$ cat config.mk
export PLATFORM = sky130hd
export DESIGN_NAME = serial_tx
export DESIGN_NICKNAME = d
export VERILOG_FILES = /design/src/rtl/serial_tx_pkg.sv /design/src/rtl/bit_timer.sv /design/src/rtl/serial_tx.sv
export SDC_FILE = /design/constraint.sdc
export NUM_CORES = 1
export LEC_CHECK = 0
export ABC_CLOCK_PERIOD_IN_PS = 5000
export BUFFER_PORTS_ARGS = -buffer_cell sky130_fd_sc_hd__clkbuf_2
export CAP_MARGIN = 10
export CORE_ASPECT_RATIO = 0.75
export CORE_MARGIN = 5
export CORE_UTILIZATION = 30
export CTS_BUF_LIST = sky130_fd_sc_hd__clkbuf_8
export DETAILED_ROUTE_END_ITERATION = 10
export GPL_TIMING_DRIVEN = 0
export MAX_ROUTING_LAYER = met4
export PLACE_DENSITY = 0.59
export SYNTH_ARGS = -nofsm -noshare
export SYNTH_HDL_FRONTEND = slang
export SYNTH_SLANG_ARGS = --single-unit
$ cat constraint.sdc
create_clock -name C -period 5 [get_ports C]
set_input_delay 1.5 -clock C [delete_from_list [all_inputs] [get_ports C]]
set_output_delay 1.5 -clock C [all_outputs]
set_load 0.1 [all_outputs]
$ cat src/rtl/serial_tx_pkg.sv
// Shared definitions for the single-wire serial link: state encoding and
// default frame geometry, common to the transmitter and the future receiver.
package serial_tx_pkg;

    localparam int DEFAULT_WIDTH = 8;
    localparam int DEFAULT_DIV   = 4;

    typedef enum logic [2:0] {
        ST_IDLE  = 3'd0,
        ST_START = 3'd1,
        ST_DATA  = 3'd2,
        ST_PAR   = 3'd3,
        ST_STOP  = 3'd4
    } tx_state_t;

endpackage

$ cat src/rtl/bit_timer.sv
// Serial bit timer: down-counter reloaded with DIV-1 at every bit boundary,
// flagging end_of_bit when it reaches zero. Shared by transmitter and receiver.
module bit_timer #(
    parameter int DIV = 4
) (
    input  logic clk,
    input  logic rst,
    input  logic load,
    output logic end_of_bit
);

    localparam int CW = (DIV > 1) ? $clog2(DIV) : 1;
    localparam logic [CW-1:0] RELOAD = CW'(DIV - 1);

    logic [CW-1:0] count;

    // NOTE: sequential state uses non-blocking assignments so every register
    // samples the pre-edge values of its neighbours.
    always_ff @(posedge clk or posedge rst) begin
        if (rst) begin
            count <= '0;
        end else if (load) begin
            count <= RELOAD;
        end else if (count != '0) begin
            count <= count - CW'(1);
        end
    end

    // With DIV=1 the reload value is 0, so every cycle ends a bit.
    assign end_of_bit = (count == '0);

endmodule

$ cat src/rtl/serial_tx.sv
// Asynchronous-serial frame transmitter: start bit, WIDTH data bits LSB-first,
// optional even parity bit, stop bit. All outputs come straight from flops.
module serial_tx
    import serial_tx_pkg::*;
#(
    parameter int WIDTH  = DEFAULT_WIDTH,
    parameter int DIV    = DEFAULT_DIV,
    parameter int PARITY = 0
) (
    input  logic             C,
    input  logic             R,
    input  logic [WIDTH-1:0] DATA,
    input  logic             VALID,
    output logic             READY,
    output logic             TX,
    output logic             BUSY
);

    localparam int BCW = (WIDTH > 1) ? $clog2(WIDTH) : 1;
    localparam logic [BCW-1:0] LAST_BIT = BCW'(WIDTH - 1);

    tx_state_t        state_q, state_d;
    logic [WIDTH-1:0] shift_q, shift_d;
    logic [BCW-1:0]   bit_cnt_q, bit_cnt_d;
    logic             par_q, par_d;
    logic             tx_q, tx_d;
    logic             ready_q, busy_q;
    logic             timer_load;
    logic             end_of_bit;

    bit_timer #(.DIV(DIV)) u_bit_timer (
        .clk        (C),
        .rst        (R),
        .load       (timer_load),
        .end_of_bit (end_of_bit)
    );

    always_ff @(posedge C or posedge R) begin
        if (R) begin
            state_q   <= ST_IDLE;
            shift_q   <= '0;
            bit_cnt_q <= '0;
            par_q     <= 1'b0;
            tx_q      <= 1'b1;
            ready_q   <= 1'b1;
            busy_q    <= 1'b0;
        end else begin
            state_q   <= state_d;
            shift_q   <= shift_d;
            bit_cnt_q <= bit_cnt_d;
            par_q     <= par_d;
            tx_q      <= tx_d;
            ready_q   <= (state_d == ST_IDLE);
            busy_q    <= (state_d != ST_IDLE);
        end
    end

    // NOTE: every variable gets its hold value first, so no path through the
    // case below can leave one unassigned and infer a latch.
    always_comb begin
        state_d    = state_q;
        shift_d    = shift_q;
        bit_cnt_d  = bit_cnt_q;
        par_d      = par_q;
        timer_load = 1'b0;

        case (state_q)
            ST_IDLE: begin
                if (VALID && ready_q) begin
                    state_d    = ST_START;
                    shift_d    = DATA;
                    par_d      = (PARITY != 0) ? ^DATA : 1'b0;
                    timer_load = 1'b1;
                end
            end
            ST_START: begin
                if (end_of_bit) begin
                    state_d    = ST_DATA;
                    bit_cnt_d  = '0;
                    timer_load = 1'b1;
                end
            end
            ST_DATA: begin
                if (end_of_bit) begin
                    shift_d    = shift_q >> 1;
                    timer_load = 1'b1;
                    if (bit_cnt_q == LAST_BIT) begin
                        state_d = (PARITY != 0) ? ST_PAR : ST_STOP;
                    end else begin
                        bit_cnt_d = bit_cnt_q + BCW'(1);
                    end
                end
            end
            ST_PAR: begin
                if (end_of_bit) begin
                    state_d    = ST_STOP;
                    timer_load = 1'b1;
                end
            end
            ST_STOP: begin
                if (end_of_bit) begin
                    state_d = ST_IDLE;
                end
            end
            default: state_d = ST_IDLE;
        endcase
    end

    // Line level is derived from the next state so TX is itself a register.
    always_comb begin
        tx_d = 1'b1;
        case (state_d)
            ST_START: tx_d = 1'b0;
            ST_DATA:  tx_d = shift_d[0];
            ST_PAR:   tx_d = par_d;
            default:  tx_d = 1'b1;
        endcase
    end

    assign TX    = tx_q;
    assign READY = ready_q;
    assign BUSY  = busy_q;

endmodule

== Yosys cells after proc, flatten, opt, wreduce, memory -nomap -nowiden ==
Cells that the tools add are included.

* Register bits after elaboration: 20
* Bits in latches: 0
* Bits in writable memories: 0
* ROM bits: 0
* Input bits: 11
* Word-level logic and storage cells: 57
* Memories kept: 0

* $add $sub $neg: 2
* Multipliers: 0
* Divide/modulo/power cells: 0
* $lt $le $gt $ge: 0
* Equality and inequality tests: 12
* Shifts and indexed selects: 0
* Mux-type cells: 22
* Bitwise gates (word level): 0
* Reductions and logical operators: 12

{| class="wikitable"
|+ Operator list
! kind !! count
|-
| $mux 3 || 9
|-
| $mux 8 || 2
|-
| $pmux 8 s2 || 1
|-
| $pmux 3 s5 || 1
|-
| $eq 3x2->1 const B || 4
|-
| $ne 2x2->1 const B || 4
|-
| $reduce_bool 2->1 || 4
|-
| $eq 3x1->1 const B || 2
|-
| $eq 3x3->1 const B || 2
|-
| $logic_not 3->1 || 2
|-
| $pmux 3 s2 || 1
|-
| $mux 1 || 4
|-
| $mux 2 || 2
|-
| $reduce_and 4->1 || 1
|-
| $add 3x1->3 const B || 1
|-
| $pmux 1 s3 || 1
|-
| $reduce_and 3->1 || 1
|-
| $reduce_bool 3->1 || 1
|-
| $reduce_or 3->1 || 1
|-
| $logic_not 2->1 || 1
|-
| $pmux 1 s2 || 1
|-
| $sub 2x1->2 const B || 1
|-
| $logic_and 1x1->1 || 1
|}

== Longest topological paths before layout ==
* Depth after elaboration: 6
* Gate-level depth with buffers: 7

== Cells and area by module ==
From an unflattened synthesis, not the netlist that was laid out.

* Cell total of the unflattened synthesis: 94
* Area, all modules: 1043.5 um^2

{| class="wikitable"
|+ Modules (own cells, without submodules)
! module !! times used !! cells each !! area each (um^2)
|-
| serial_tx || 1 || 83 || 934.6
|-
| bit_timer || 1 || 11 || 108.9
|}

== Worst setup path before layout ==
Ideal clock, no wire load.

* Path kind: input-to-reg
* From: in VALID
* To: reg tx_q (netlist: TX)
* Library setup time: 0.086 ns
* Arrival time: 2.315 ns
* Data required time: 4.914 ns
* Slack: 2.598 ns
* Stages on the path: 4
* Path through: nand4bb_1 -> nor2_1 -> o41ai_1 -> o41a_1

* Word-level cells in the longest chain between the ends: 5

{| class="wikitable"
|+ RTL lines
! element !! line !! RTL
|-
| start: declaration || serial_tx.sv:13 || <nowiki>input logic VALID,</nowiki>
|-
| $logic_and 1x1->1 (*) || serial_tx.sv:69 || <nowiki>if (VALID && ready_q) begin</nowiki>
|-
| $mux 3 || serial_tx.sv:69 ||
|-
| $pmux 3 s5 || serial_tx.sv:67 || <nowiki>case (state_q)</nowiki>
|-
| $eq 3x2->1 or $eq 3x1->1 (tied branches) || serial_tx.sv:112 || <nowiki>case (state_d)</nowiki>
|-
| $pmux 1 s3 (*) || serial_tx.sv:112 ||
|-
| via tx_d || serial_tx.sv:26 || <nowiki>logic tx_q, tx_d;</nowiki>
|-
| end signal: assignment || serial_tx.sv:52 || <nowiki>tx_q <= tx_d;</nowiki>
|-
| end: declaration || serial_tx.sv:26 ||
|}

Mark *: on every way through the listed nets, which the timed path passes. The rest lies on a longest branch. The select of a mux whose other input is x is not followed.
A chain may end at the register's enable or synchronous reset.

== Worst setup path in the final report ==
* From: reg ready_q (netlist: READY)
* To: out READY

{| class="wikitable"
|+ RTL lines
! element !! line !! RTL
|-
| start: declaration || serial_tx.sv:27 || <nowiki>logic ready_q, busy_q;</nowiki>
|-
| start signal: assignment || serial_tx.sv:53 || <nowiki>ready_q <= (state_d == ST_IDLE);</nowiki>
|-
| end: declaration || serial_tx.sv:14 || <nowiki>output logic READY,</nowiki>
|}

No word-level cell between the ends.

==> results.json <==
{
  "swShare_pct": 42.54,
  "postRouteWirelength_microns": 2016,
  "max_slew.worst_pin.slew_ns": 0.7449,
  "dr_total_vias": 725,
  "synth_warn": 0,
  "initial_cell_density_of_the_core_pct": 31.79,
  "ir_drop_v": 0.0003669,
  "die_width_microns": 75.10,
  "clock_input_transition_at_the_sequential_cells_of_the_worst_setup_and_hold_paths_ns": 0.08,
  "row_count": 17,
  "top_library_cells_by_usage_in_the_layout_fill_and_taps_aside": "18 x sky130_fd_sc_hd__dfrtp_1, 14 x sky130_fd_sc_hd__nand2_1, 13 x sky130_fd_sc_hd__clkbuf_2",
  "r2r.worst_path.cells": 7,
  "post_cts_resized": 0,
  "largest_family_of_logic_cells_by_synthesized_area": "compound AO/OA/AOI/OAI gates",
  "post-route-worst-setup-slack_ns": 2.174,
  "post_route_cells_drive_above_1_share_pct": 21.30,
  "synth-compound-area-share_pct": 20.47,
  "grt_setup_unrepaired": "no",
  "worstHoldPathType": "flop to flop",
  "timing.hold.worst.start": "shift_q[6]$_DFFE_PP0P_",
  "cts_max_level": 1,
  "fmax_mhz": 353.8,
  "detailedPlace.worstSlack_ns": 2.169,
  "fin_skew_ns": 0.001146,
  "outcome": "finished, final reports clean",
  "internal_power_mw": 0.4736,
  "dr.pass1.iters": 4,
  "timing.rr.start": "u_bit_timer.count[0]$_DFFE_PP0P_",
  "synth.mux.area_fraction_pct": 2.231,
  "worst_path_largest_cell_delay_ns": 0.59,
  "synth.ff_latch_count": 20,
  "ys_seq_area_share_pct": 52.76,
  "cts.sink_count": 20,
  "critPathTopFamily": "flip-flops",
  "syn2layout_area_growth_pct": 19.29,
  "synth_simple_gate_area_share_pct": 16.14,
  "cellPowerDensity_nw_per_um2": 724.6,
  "element_type_at_the_critical_path_start": "flop",
  "worstSetupPathType": "flop to output pin",
  "post_cts_hold_buffer_count": 0,
  "power.leakage_nw": 0.5436,
  "cts_inserted_buffers": 3,
  "clock_tree.buffer_depth": 2,
  "route.detailed.drc": 0,
  "coreArea_sq_um": 2999,
  "synthDominantAreaCellType": "sky130_fd_sc_hd__dfrtp_1",
  "layout.cells.most_common": "sky130_fd_sc_hd__dfrtp_1",
  "critPathSlowestCell": "sky130_fd_sc_hd__dfstp_2",
  "final_core_utilization_pct": 37.92,
  "layout_worst_path_cycle_share_pct": 56.52,
  "synthesis.nets": 105,
  "worstPathCellList": "clkbuf_2",
  "clk_root_buffer_cell": "sky130_fd_sc_hd__clkbuf_8",
  "die-height_microns": 58.82,
  "grtUsageTotal_pct": 10.78,
  "timing_max_transition_violations_final": 0,
  "antenna_violating_nets_post_route": 0,
  "wl_per_cell_microns": 13.81,
  "cts_post_setup_buffers_inserted": 0,
  "drt_iter0_markers": 5,
  "total_switching_power_mw": 0.3506,
  "combinationalPowerShare_pct": 44.9,
  "share_clk_of_total_power_pct": 19.7,
  "place_hpwl_microns": 1465,
  "syn_inst": 91,
  "critical_path_peak_fanout": 4,
  "post-synth-top-area-fraction_pct": 47.24,
  "synth_adder_area_share_pct": 3.937,
  "maxCapViolations": 0,
  "grt_pass1_wl_microns": 3588,
  "timing.setup.tns_ns": 0,
  "timing.max_slew.rel_slack_pct": 50.29,
  "place_congestion": 0.8253,
  "post_synth_instance_area_sq_um": 953.4,
  "finish.net_count": 123,
  "cp_buf_inv_count": 1,
  "power.sequential.fraction_pct": 35.4,
  "antenna_violations_before_repair": 0,
  "worstSetupEndpointType": "output pin",
  "worst-endpoint-arrival_ns": 1.33,
  "r2r_end": "TX$_DFF_PP1_",
  "cts_tree": "yes",
  "timing.reg2reg.setup_slack_ns": 3.05,
  "die_area_sq_um": 4417,
  "synth_area_leaders": "sky130_fd_sc_hd__dfrtp_1 47%, sky130_fd_sc_hd__a22oi_1 5.5%, sky130_fd_sc_hd__dfstp_2 5.5%",
  "setup_viol_count_final": 0,
  "vias_per_cell": 4.966,
  "first_global_vias": 796,
  "clock_insertion_delay_worst_skew_ns": 0.26,
  "num_antenna_cells": 0,
  "grt.overflow.total": 0,
  "finalCriticalPeriod_ns": 2.826,
  "final_hold_viol_count": 0,
  "postSynthAreaPerCell_sq_um": 10.48,
  "synth_xor_area_share_pct": 0,
  "maximum_number_of_pins_on_one_net_before_global_route_repair": 21,
  "placement.io_buffers": 13,
  "library_cells_used_by_synthesis": 30,
  "worstPathRequired_ns": 3.50,
  "min_delay_path_depth": 2,
  "hold_end": "shift_q[6]$_DFFE_PP0P_",
  "floorplan.io_pins": 14
}
-- through the flow --
stage | power, mW | cell area [sq um] | cells | hold WS, ns
after global routing | 0.8848 | 1137 | 146 | 0.5174
after CTS | 0.8277 | 1137 | 146 | 0.4860
after global placement | 0.6490 | 1066 | 142 | 0.4627
final | 0.8242 | 1137 | 146 | 0.4847
after detailed placement | 0.6623 | 1066 | 142 | 0.4672
after floorplan | 0.5866 | 953.4 | 91 | 0.4466
-- registers in the layout, indices dropped and copies added (netlist names) --
register	count
shift_q	8
bit_cnt_q	3
state_q	3
u_bit_timer.count	2
BUSY	1
READY	1
TX	1
par_q	1
-- how the worst max path moves through the flow --
stage	slack (ns)	to	startpoint	cells past startpoint
after floorplan	2.60	TX$_DFF_PP1_	VALID	4
after global placement	2.23	TX$_DFF_PP1_	VALID	5
after detailed placement	2.17	TX$_DFF_PP1_	VALID	5
after CTS	2.17	READY	READY$_DFF_PP1_	1
after global routing	2.14	READY	READY$_DFF_PP1_	1
final	2.17	READY	READY$_DFF_PP1_	1
-- cell usage after synthesis --
master / number
sky130_fd_sc_hd__dfrtp_1: 18
sky130_fd_sc_hd__nand2_1: 14
sky130_fd_sc_hd__a22oi_1: 7
sky130_fd_sc_hd__inv_1: 6
sky130_fd_sc_hd__nor2_1: 6
sky130_fd_sc_hd__o21ai_0: 4
sky130_fd_sc_hd__a22o_1: 3
sky130_fd_sc_hd__ha_1: 3
sky130_fd_sc_hd__nand3_1: 3
sky130_fd_sc_hd__nor2b_1: 3
sky130_fd_sc_hd__dfstp_2: 2
sky130_fd_sc_hd__nor3_1: 2
sky130_fd_sc_hd__o21ai_1: 2
sky130_fd_sc_hd__o22ai_1: 2
sky130_fd_sc_hd__a41oi_4: 1
sky130_fd_sc_hd__buf_1: 1
sky130_fd_sc_hd__buf_2: 1
sky130_fd_sc_hd__buf_4: 1
sky130_fd_sc_hd__clkbuf_1: 1
sky130_fd_sc_hd__mux2_2: 1
sky130_fd_sc_hd__mux2i_1: 1
sky130_fd_sc_hd__nand3b_1: 1
sky130_fd_sc_hd__nand4bb_1: 1
sky130_fd_sc_hd__nor4bb_1: 1
sky130_fd_sc_hd__o211a_1: 1
sky130_fd_sc_hd__o31ai_1: 1
sky130_fd_sc_hd__o32ai_1: 1
sky130_fd_sc_hd__o41a_1: 1
sky130_fd_sc_hd__o41ai_1: 1
sky130_fd_sc_hd__or3_1: 1
-- final cells by class --
type	instances	area, sq um
clock inverters	1	30.03
multi-input cells	61	407.9
well taps	38	47.55
fillers	307	1862
clock buffers	3	41.29
repair buffers	13	65.06
inverters	6	22.52
flip-flops and latches	20	503.0
plain buffers	4	20.02
-- layer usage --
layer | global-route usage (%) | wire length, microns | vias up
li1 | - | - | 360
met1 | 12.83 | 1017 | 353
met2 | 17.37 | 921 | 10
met3 | 3.242 | 68 | 2
met5 | - | 0 | -
met4 | 3.553 | 8 | 0
-- logic make-up after synthesis --
family,count (synthesis)
simple gates,32
compound gates,24
flops,20
buf+inv,10
fa+ha+maj,3
mux,2
-- power by group through the flow --
stage / logic (mW) / registers [mW] / clock network [mW]
after CTS: 0.371 / 0.290 / 0.166
after global placement: 0.359 / 0.290 / 0
final: 0.370 / 0.292 / 0.162
after global routing: 0.410 / 0.302 / 0.173
after detailed placement: 0.369 / 0.293 / 0
after floorplan: 0.212 / 0.375 / 0
Power figures use the tool's default switching activity.
